### config.mk
export PLATFORM = sky130hd
export DESIGN_NAME = regfile_scoreboard
export DESIGN_NICKNAME = d
export VERILOG_FILES = /design/src/rtl/rv_pkg.sv /design/src/rtl/sb_counter.sv /design/src/rtl/regfile_scoreboard.sv
export SDC_FILE = /design/constraint.sdc
export NUM_CORES = 2
export LEC_CHECK = 0
export ABC_AREA = 1
export BUFFER_PORTS_ARGS = -buffer_cell sky130_fd_sc_hd__buf_4
export CORE_MARGIN = 5
export CORE_UTILIZATION = 40
export DETAILED_ROUTE_END_ITERATION = 12
export SLEW_MARGIN = 40
export SYNTH_ARGS = -nofsm -noshare
export SYNTH_HDL_FRONTEND = slang
export SYNTH_SLANG_ARGS = --single-unit
### constraint.sdc
create_clock -name clk -period 43.6 [get_ports clk]
set_clock_uncertainty 0.2 [all_clocks]
set_input_delay 6.54 -clock clk [delete_from_list [all_inputs] [get_ports clk]]
set_output_delay 6.54 -clock clk [all_outputs]
set_load 0.02 [all_outputs]
### src/rtl/rv_pkg.sv
// Shared constants and types for the RV32I decode-stage register file and
// its pending-write scoreboard.
package rv_pkg;

    localparam int XLEN  = 32;
    localparam int NREGS = 32;
    localparam int AW    = 5;
    localparam int CW    = 2;

    localparam logic [AW-1:0] REG_ZERO = '0;

    typedef logic [CW-1:0] sb_cnt_t;

    localparam sb_cnt_t SB_MAX = '1;

endpackage

### src/rtl/sb_counter.sv
// One register's pending-writer count: saturating up/down counter with one
// increment and two independent decrement sources applied in the same cycle.
module sb_counter
    import rv_pkg::*;
(
    input  logic    clk,
    input  logic    rst,
    input  logic    inc,
    input  logic    dec_a,
    input  logic    dec_b,
    output sb_cnt_t count,
    output logic    ovf,
    output logic    unf
);

    sb_cnt_t     cnt_q, cnt_d;
    logic [CW:0] up, down, diff;

    // One extra bit of headroom lets the net result be judged before clamping.
    always_comb begin
        up    = {1'b0, cnt_q} + {{CW{1'b0}}, inc};
        down  = {{CW{1'b0}}, dec_a} + {{CW{1'b0}}, dec_b};
        diff  = up - down;
        ovf   = 1'b0;
        unf   = 1'b0;
        cnt_d = diff[CW-1:0];
        if (up < down) begin
            unf   = 1'b1;
            cnt_d = '0;
        end else if (diff > {1'b0, SB_MAX}) begin
            ovf   = 1'b1;
            cnt_d = SB_MAX;
        end
    end

    always_ff @(posedge clk or posedge rst) begin
        if (rst) begin
            cnt_q <= '0;
        end else begin
            cnt_q <= cnt_d;
        end
    end

    assign count = cnt_q;

endmodule

### src/rtl/regfile_scoreboard.sv
// Architectural register file with write-through bypass reads, plus the
// per-register pending-write scoreboard that drives the hazard unit.
module regfile_scoreboard
    import rv_pkg::*;
(
    input  logic            clk,
    input  logic            rst,
    input  logic [AW-1:0]   A1,
    input  logic [AW-1:0]   A2,
    output logic [XLEN-1:0] RD1,
    output logic [XLEN-1:0] RD2,
    input  logic            RegWriteW,
    input  logic [AW-1:0]   RDW,
    input  logic [XLEN-1:0] ResultW,
    input  logic            IssueD,
    input  logic [AW-1:0]   RDD,
    input  logic            KillE,
    input  logic [AW-1:0]   RDE,
    output logic            Busy1,
    output logic            Busy2,
    output logic            SbOverflow,
    output logic            SbUnderflow
);

    logic [XLEN-1:0] regs_q [NREGS];
    sb_cnt_t         cnt [NREGS];
    logic [NREGS-1:0] ovfVec, unfVec;
    logic            ovf_q, ovf_d, unf_q, unf_d;
    logic [CW:0]     hit1, hit2;

    // Entry 0 is never written, so it stays at its reset value of zero.
    always_ff @(posedge clk or posedge rst) begin
        if (rst) begin
            for (int i = 0; i < NREGS; i++) begin
                regs_q[i] <= '0;
            end
        end else if (RegWriteW && RDW != REG_ZERO) begin
            regs_q[RDW] <= ResultW;
        end
    end

    assign cnt[0]    = '0;
    assign ovfVec[0] = 1'b0;
    assign unfVec[0] = 1'b0;

    for (genvar g = 1; g < NREGS; g++) begin : gen_sb
        sb_counter u_cnt (
            .clk   (clk),
            .rst   (rst),
            .inc   (IssueD    && RDD == AW'(g)),
            .dec_a (RegWriteW && RDW == AW'(g)),
            .dec_b (KillE     && RDE == AW'(g)),
            .count (cnt[g]),
            .ovf   (ovfVec[g]),
            .unf   (unfVec[g])
        );
    end

    assign ovf_d = ovf_q | (|ovfVec);
    assign unf_d = unf_q | (|unfVec);

    always_ff @(posedge clk or posedge rst) begin
        if (rst) begin
            ovf_q <= 1'b0;
            unf_q <= 1'b0;
        end else begin
            ovf_q <= ovf_d;
            unf_q <= unf_d;
        end
    end

    assign SbOverflow  = ovf_q;
    assign SbUnderflow = unf_q;

    always_comb begin
        RD1 = regs_q[A1];
        if (A1 == REG_ZERO) begin
            RD1 = '0;
        end else if (RegWriteW && RDW == A1) begin
            RD1 = ResultW;
        end
        RD2 = regs_q[A2];
        if (A2 == REG_ZERO) begin
            RD2 = '0;
        end else if (RegWriteW && RDW == A2) begin
            RD2 = ResultW;
        end
    end

    // A writer retiring or being squashed this cycle no longer holds its source busy.
    always_comb begin
        hit1  = {{CW{1'b0}}, RegWriteW && RDW == A1} + {{CW{1'b0}}, KillE && RDE == A1};
        hit2  = {{CW{1'b0}}, RegWriteW && RDW == A2} + {{CW{1'b0}}, KillE && RDE == A2};
        Busy1 = (A1 != REG_ZERO) && ({1'b0, cnt[A1]} > hit1);
        Busy2 = (A2 != REG_ZERO) && ({1'b0, cnt[A2]} > hit2);
    end

endmodule

* After elaboration in Yosys (flattened, before gate mapping)
Index checks and enable logic that the tools add are counted.
Operators by class: add/subtract/negate cells 95, order comparisons 68, equality and inequality tests 97, muxes and demuxes 174, bitwise operators 5, reductions and logical operators 108
Operators by type and width (count):
- $bwmux 1024 | 1
- $bmux 32 s5 | 2
- $mux 32 | 9
- $eq 5x5->1 const B | 48
- $demux 32 s5 | 1
- $mux 2 | 66
- $eq 5x4->1 const B | 24
- $logic_and 1x1->1 | 101
- $add 2x1->3 | 31
- $gt 3x2->1 const B | 31
- $lt 3x3->1 | 31
- $mux 1 | 93
- $sub 3x3->3 | 31
- $add 1x1->2 | 33
- $reduce_or 31->1 | 2
- $eq 5x3->1 const B | 12
- $eq 5x2->1 const B | 6
- $bmux 2 s5 | 2
- $eq 5x5->1 | 4
- $ge 6x6->1 const B | 3
- $not 5->6 | 3
- $eq 5x1->1 const B | 3
- $reduce_bool 5->1 | 3
- $logic_not 5->1 | 2
- other kinds (3) | 5
Storage, ports and cells: bits in registers 1088, input port bits 62, output and inout port bits 68, word-level logic and storage cells 612

* Depth between registers and ports, before layout
word-level depth 9, mapped depth 19, depth with buffers taken out 17

* By module
A second synthesis with hierarchy kept.
Unflattened totals: cells, all modules 10320, area, all modules 69588.0 um^2
Modules (own cells, without submodules):
- regfile_scoreboard | times used 1, cells an instance 9328, area each 62257.2 um^2, seq. area each 25674.6 um^2
- sb_counter | times used 31, cells an instance 32, area each 236.5 um^2, seq. area each 50.0 um^2

* Least setup slack after synthesis
No wires, ideal clock.
path kind in2out, start point input A2[1], end point output Busy2, data arrival time 8668 ps, required time 36860 ps, slack 28192 ps, stages 14, path buffers 4, cell sequence buf_4 -> inv_2 -> buf_4 -> buf_6 -> buf_2 -> o21ai_1 -> a221oi_2 -> o2111ai_1 -> nor2_1 -> ha_1 -> inv_1 -> ha_1 -> a21oi_1 -> a211oi_1
Between the ends: longest elaborated chain between the ends 6, elaborated cells on any way between the ends 12, classes of those cells add/sub (1); order compare (1); eq/ne (2); mux (3); bitwise (1); reduce/logical (4)
Ends and longest elaborated chain:
- from (decl) | line regfile_scoreboard.sv:9 | input logic [AW-1:0] A2,
- $not 5->6 (not written as such) | line regfile_scoreboard.sv:95 | Busy2 = (A2 != REG_ZERO) && ({1'b0, cnt[A2]} > hit2);
- $bmux 2 s5 | line regfile_scoreboard.sv:95
- $mux 2 (not written as such) (2 in a row) | line regfile_scoreboard.sv:95
- $gt 2x2->1 | line regfile_scoreboard.sv:95
- $logic_and 1x1->1 (*) | line regfile_scoreboard.sv:95
- to (decl) | line regfile_scoreboard.sv:20 | output logic Busy2,
Mark *: on every way between the ends. The rest lies on a longest branch, timed or not. The select of a mux whose other input is x is not followed.

* Worst setup path in the final report
start point input A1[1], end point output Busy1
Between the ends: longest elaborated chain between the ends 6, elaborated cells on any way between the ends 12, classes of those cells add/sub (1); order compare (1); eq/ne (2); mux (3); bitwise (1); reduce/logical (4)
Ends and longest elaborated chain:
- from (decl) | line regfile_scoreboard.sv:8 | input logic [AW-1:0] A1,
- $not 5->6 (not written as such) | line regfile_scoreboard.sv:94 | Busy1 = (A1 != REG_ZERO) && ({1'b0, cnt[A1]} > hit1);
- $bmux 2 s5 | line regfile_scoreboard.sv:94
- $mux 2 (not written as such) (2 in a row) | line regfile_scoreboard.sv:94
- $gt 2x2->1 | line regfile_scoreboard.sv:94
- $logic_and 1x1->1 (*) | line regfile_scoreboard.sv:94
- to (decl) | line regfile_scoreboard.sv:19 | output logic Busy1,
Marks and branches as above.

==> results.txt <==
----------------------------------------------------
[Run status]
  Status ... finished, final reports clean

[Setup path]
  Critical Path AT ... 10.62 ns
  Number of cells on the worst reg-to-reg path ... 9
  Launch point of the worst reg-to-reg path ... gen_sb[10].u_cnt.count[0]
  Worst setup path start ... A1[1]
  Crit path required time ... 36.86 ns
  Category of the worst setup path launch point ... input port
  Worst Path Max Fanout ... 51
  Nature of the critical path endpoint ... output port
  WS Path Type ... input port to output port

[Timing]
  Final count of hold timing violations ... 0
  Worst path setup slack after routing ... 26.24 ns
  Final cycle utilization of the critical path ... 39.8%
  Number of slew-limit violations in the final report ... 0
  Max-Slew Margin vs Limit ... 34.0%
  Final count of negative-setup-slack endpoints ... 0
  Sum of negative setup slack ... 0 ns
  Slew at the pin with the worst max-slew slack ... 0.990 ns
  Post-route minimum period ... 17.36 ns
  RSZ-0062 raised after global routing ... no
  Upper clock frequency limit ... 57.6 MHz

[Synthesis]
  Syn Nets ... 10200
  Area of the mapped netlist ... 0.0687 mm2
  Commonest cells in the synthesized netlist ... 2963 x nand2_1, 1468 x nand3_1, 1238 x inv_1
  Asr flop ratio synth ... 100%
  Top FF cell, synth ... dfrtp_1
  Proportion of synthesized chip area in sequential cells ... 39.6%
  Share of the synthesized area in the top cell type ... 39.6%
  Yosys warning count ... 0
  Most area-consuming cells after synthesis ... dfrtp_1 40%, nand2_1 16%, nand3_1 11%, o21ai_0 8.0%, inv_1 6.8%
  Library cell with the highest instance count after synthesis ... nand2_1
  Number of enable flip-flop cells after synthesis ... 0
  Yosys top cell by area ... dfrtp_1
  Synthesis-stage register bit count ... 1088
  Number of instances in the synthesized netlist ... 9948
  Count of unique library cells instantiated by Yosys ... 41
  Mean area per synthesized cell ... 6.91 um2

[Power and ir drop]
  Portion of total power attributed to sequential cells ... 40.6%
  Switching power ... 1.15 mW
  Int Power ... 2.17 mW
  Clock network fraction of design power ... 33.2%
  Worst vdd ir ... 31.5 uV
  Post-route total power ... 3.32 mW
  Switching part of the total ... 34.7%
  Combinational Power Share ... 26.2%
  Static Leak ... 35.7 nW
  Pwr Density ... 44.5 mW/mm2

[Detailed routing]
  Total number of vias ... 68100
  ANT nets after route ... 0
  Average wire per standard cell ... 23.4 um
  Iteration-0 DRC count of the detailed router ... 9073
  Total wire length after detailed routing ... 279 mm
  Remaining DRCs ... 0
  Post-detailed-route via-to-cell ratio ... 5.73
  Length of the first detailed-routing pass in iterations ... 9

[Global routing]
  Met3 global-route usage ... 5.82%
  Vias in the first global route ... 64500
  Remaining Overflow, GRT ... 0
  Pin count of the biggest net entering global routing ... 194
  First-pass GRT wire length ... 415 mm
  Busiest metal layer after global routing ... met2
  Initial antenna violation count ... 23
  Total routing resource utilization after global routing ... 30.2%
  Global-route track usage on met2 ... 47.0%
  Met1 track utilization from global routing ... 39.6%

[Placement]
  Post-Place Worst Slack ... 26.37 ns
  Port-buffer cells ... 129
  Post-detailed-placement half-perimeter wirelength ... 163 mm
  Area post-placement ... 0.0702 mm2
  Last weighted congestion value of the routability-driven placer ... 0.887

[CTS]
  Clock Latency Late Sink ... 0.79 ns
  Total clock buffers created by CTS ... 121
  CTS tree ... done
  Clock Path Buffers ... 3
  Root Driver ... clkbuf_16
  CTS H-tree depth ... 3
  Number of sinks handled by clock tree synthesis ... 1088
  Gates resized, CTS repair ... 0
  Hold_buf cts ... 0
  Worst-path clk slew ... 0.06 ns
  Buffers inserted during post-CTS setup optimization ... 0

[Flow run]
  Max-cap viol count ... 0

[Finish]
  Share of layout cells above drive strength 1 ... 6.07%
  Final-stage net count ... 9790
  Area added between synthesis and finish ... 8.56%
  Final std cell area, no fill ... 0.0746 mm2
  Reg area ... 0.0272 mm2
  Filler instances ... 17400
  Utilization after layout ... 43.6%
  Area of the multi-input gates ... 0.0329 mm2

[Floorplan]
  Width of the chip ... 425 um
  IO Pins ... 130
  Die height ... 425 um
  Row Count ... 152
  Die area ... 0.180 mm2
  Placeable core region ... 0.171 mm2
  Initial Util ... 40.2%

[Worst hold path]
  Hold Crit Class ... flip-flop to flip-flop
  Worst Hold Path Cells ... 0
  Worst Hold Launch ... regs_q[1019]

----------------------------------------------------
[cell families (layout without fill, tap and decap cells)]
kind of cell	count (synthesis)	count (layout)	synth area share [%]
DFF	1088	1088	39.6
AOI/OAI and AO/OA	1740	1740	13.8
xor gates and xnor gates	33	33	0.421
and+or+nand+nor	4803	4803	29.1
adders and majority gates	192	192	4.17
other	0	17	0
buffers and inverters	2084	1772	12.8
muxes	8	8	0.131
[power groups by stage]
stage	logic [mW]	registers, mW	clock network, mW
after CTS	0.857	1.34	1.11
after detailed placement	0.851	1.36	0
after floorplan	0.630	1.34	0
after global placement	0.826	1.36	0
final	0.868	1.35	1.10
after global routing	0.986	1.37	1.15
[area by class of cell]
| type | instances | area share [%] |
|---|---|---|
| multi-input cells | 6776 | 44.1 |
| flip-flops and latches | 1088 | 36.5 |
| inverters | 1268 | 6.46 |
| clock buffers | 179 | 4.86 |
| well taps | 2233 | 3.74 |
| repair buffers | 281 | 3.49 |
| clock inverters | 44 | 0.738 |
| diodes | 17 | 0.0570 |
[critical path, cell delays in order]
cell and delay (ns):
buf_8 0.39, buf_4 0.69, inv_8 0.30, o22ai_1 0.22, a21oi_1 0.09, nand3_4 0.37, inv_1 0.43, ha_1 0.41
ha_1 0.17, inv_1 0.05, a21oi_1 0.05, a211oi_1 0.57, buf_4 0.26
[state kept, by name, summed over array words and instances, names as in the netlist]
signal,count
regs_q,1024
gen_sb.u_cnt.count,62
SbOverflow,1
SbUnderflow,1
[metal layers]
| layer | share of wire, % | wire [um] | vias up |
|---|---|---|---|
| met5 | 0.010 | 28 | - |
| met4 | 6.3 | 17500 | 4 |
| met3 | 10 | 29200 | 870 |
| met2 | 44 | 122000 | 4044 |
| met1 | 39 | 110000 | 32300 |
| li1 | - | - | 30900 |
[through the flow]
stage	hold slack, ns	cells
floorplan	0.229	9948
global placement	0.165	11600
detailed placement	0.166	11600
CTS	0.178	11900
global route	0.185	11900
finish	0.175	11900
[final timing paths]
| path | to | slack (ns) |
|---|---|---|
| setup / recovery | Busy1 | 26.24 |
| hold / removal | regs_q[1019] | 0.17 |
| setup reg to reg | SbUnderflow | 40.66 |
| hold reg to reg | regs_q[1019] | 0.17 |
| max in group asynchronous | regs_q[132] | 35.07 |
| min in group asynchronous | regs_q[886] | 5.65 |
[cells in the final DEF (no fill, tap or decap), drive strengths merged]
| cell | instances |
|---|---|
| fa | 62 |
| a211oi | 2 |
| a21oi | 235 |
| nor2 | 338 |
| a221oi | 1 |
| o21ai | 1214 |
| mux2 | 8 |
| or3 | 1 |
| bufinv | 11 |
| or2 | 12 |
| o22ai | 6 |
| clkbuf | 179 |
| buf | 281 |
| xnor2 | 32 |
| nor3 | 12 |
| nand3 | 1468 |
| nand4 | 6 |
| o221ai | 2 |
| inv | 1266 |
| dfrtp | 1088 |
| o2111ai | 1 |
| diode | 17 |
| o211ai | 236 |
| o21a | 12 |
| ha | 130 |
| nand2 | 2963 |
| clkinv | 35 |
| nor4 | 3 |
| a31o | 10 |
| o31ai | 11 |
| a31oi | 3 |
| o21bai | 7 |
| xor2 | 1 |
Note: power is estimated with default switching activity, not from simulation.
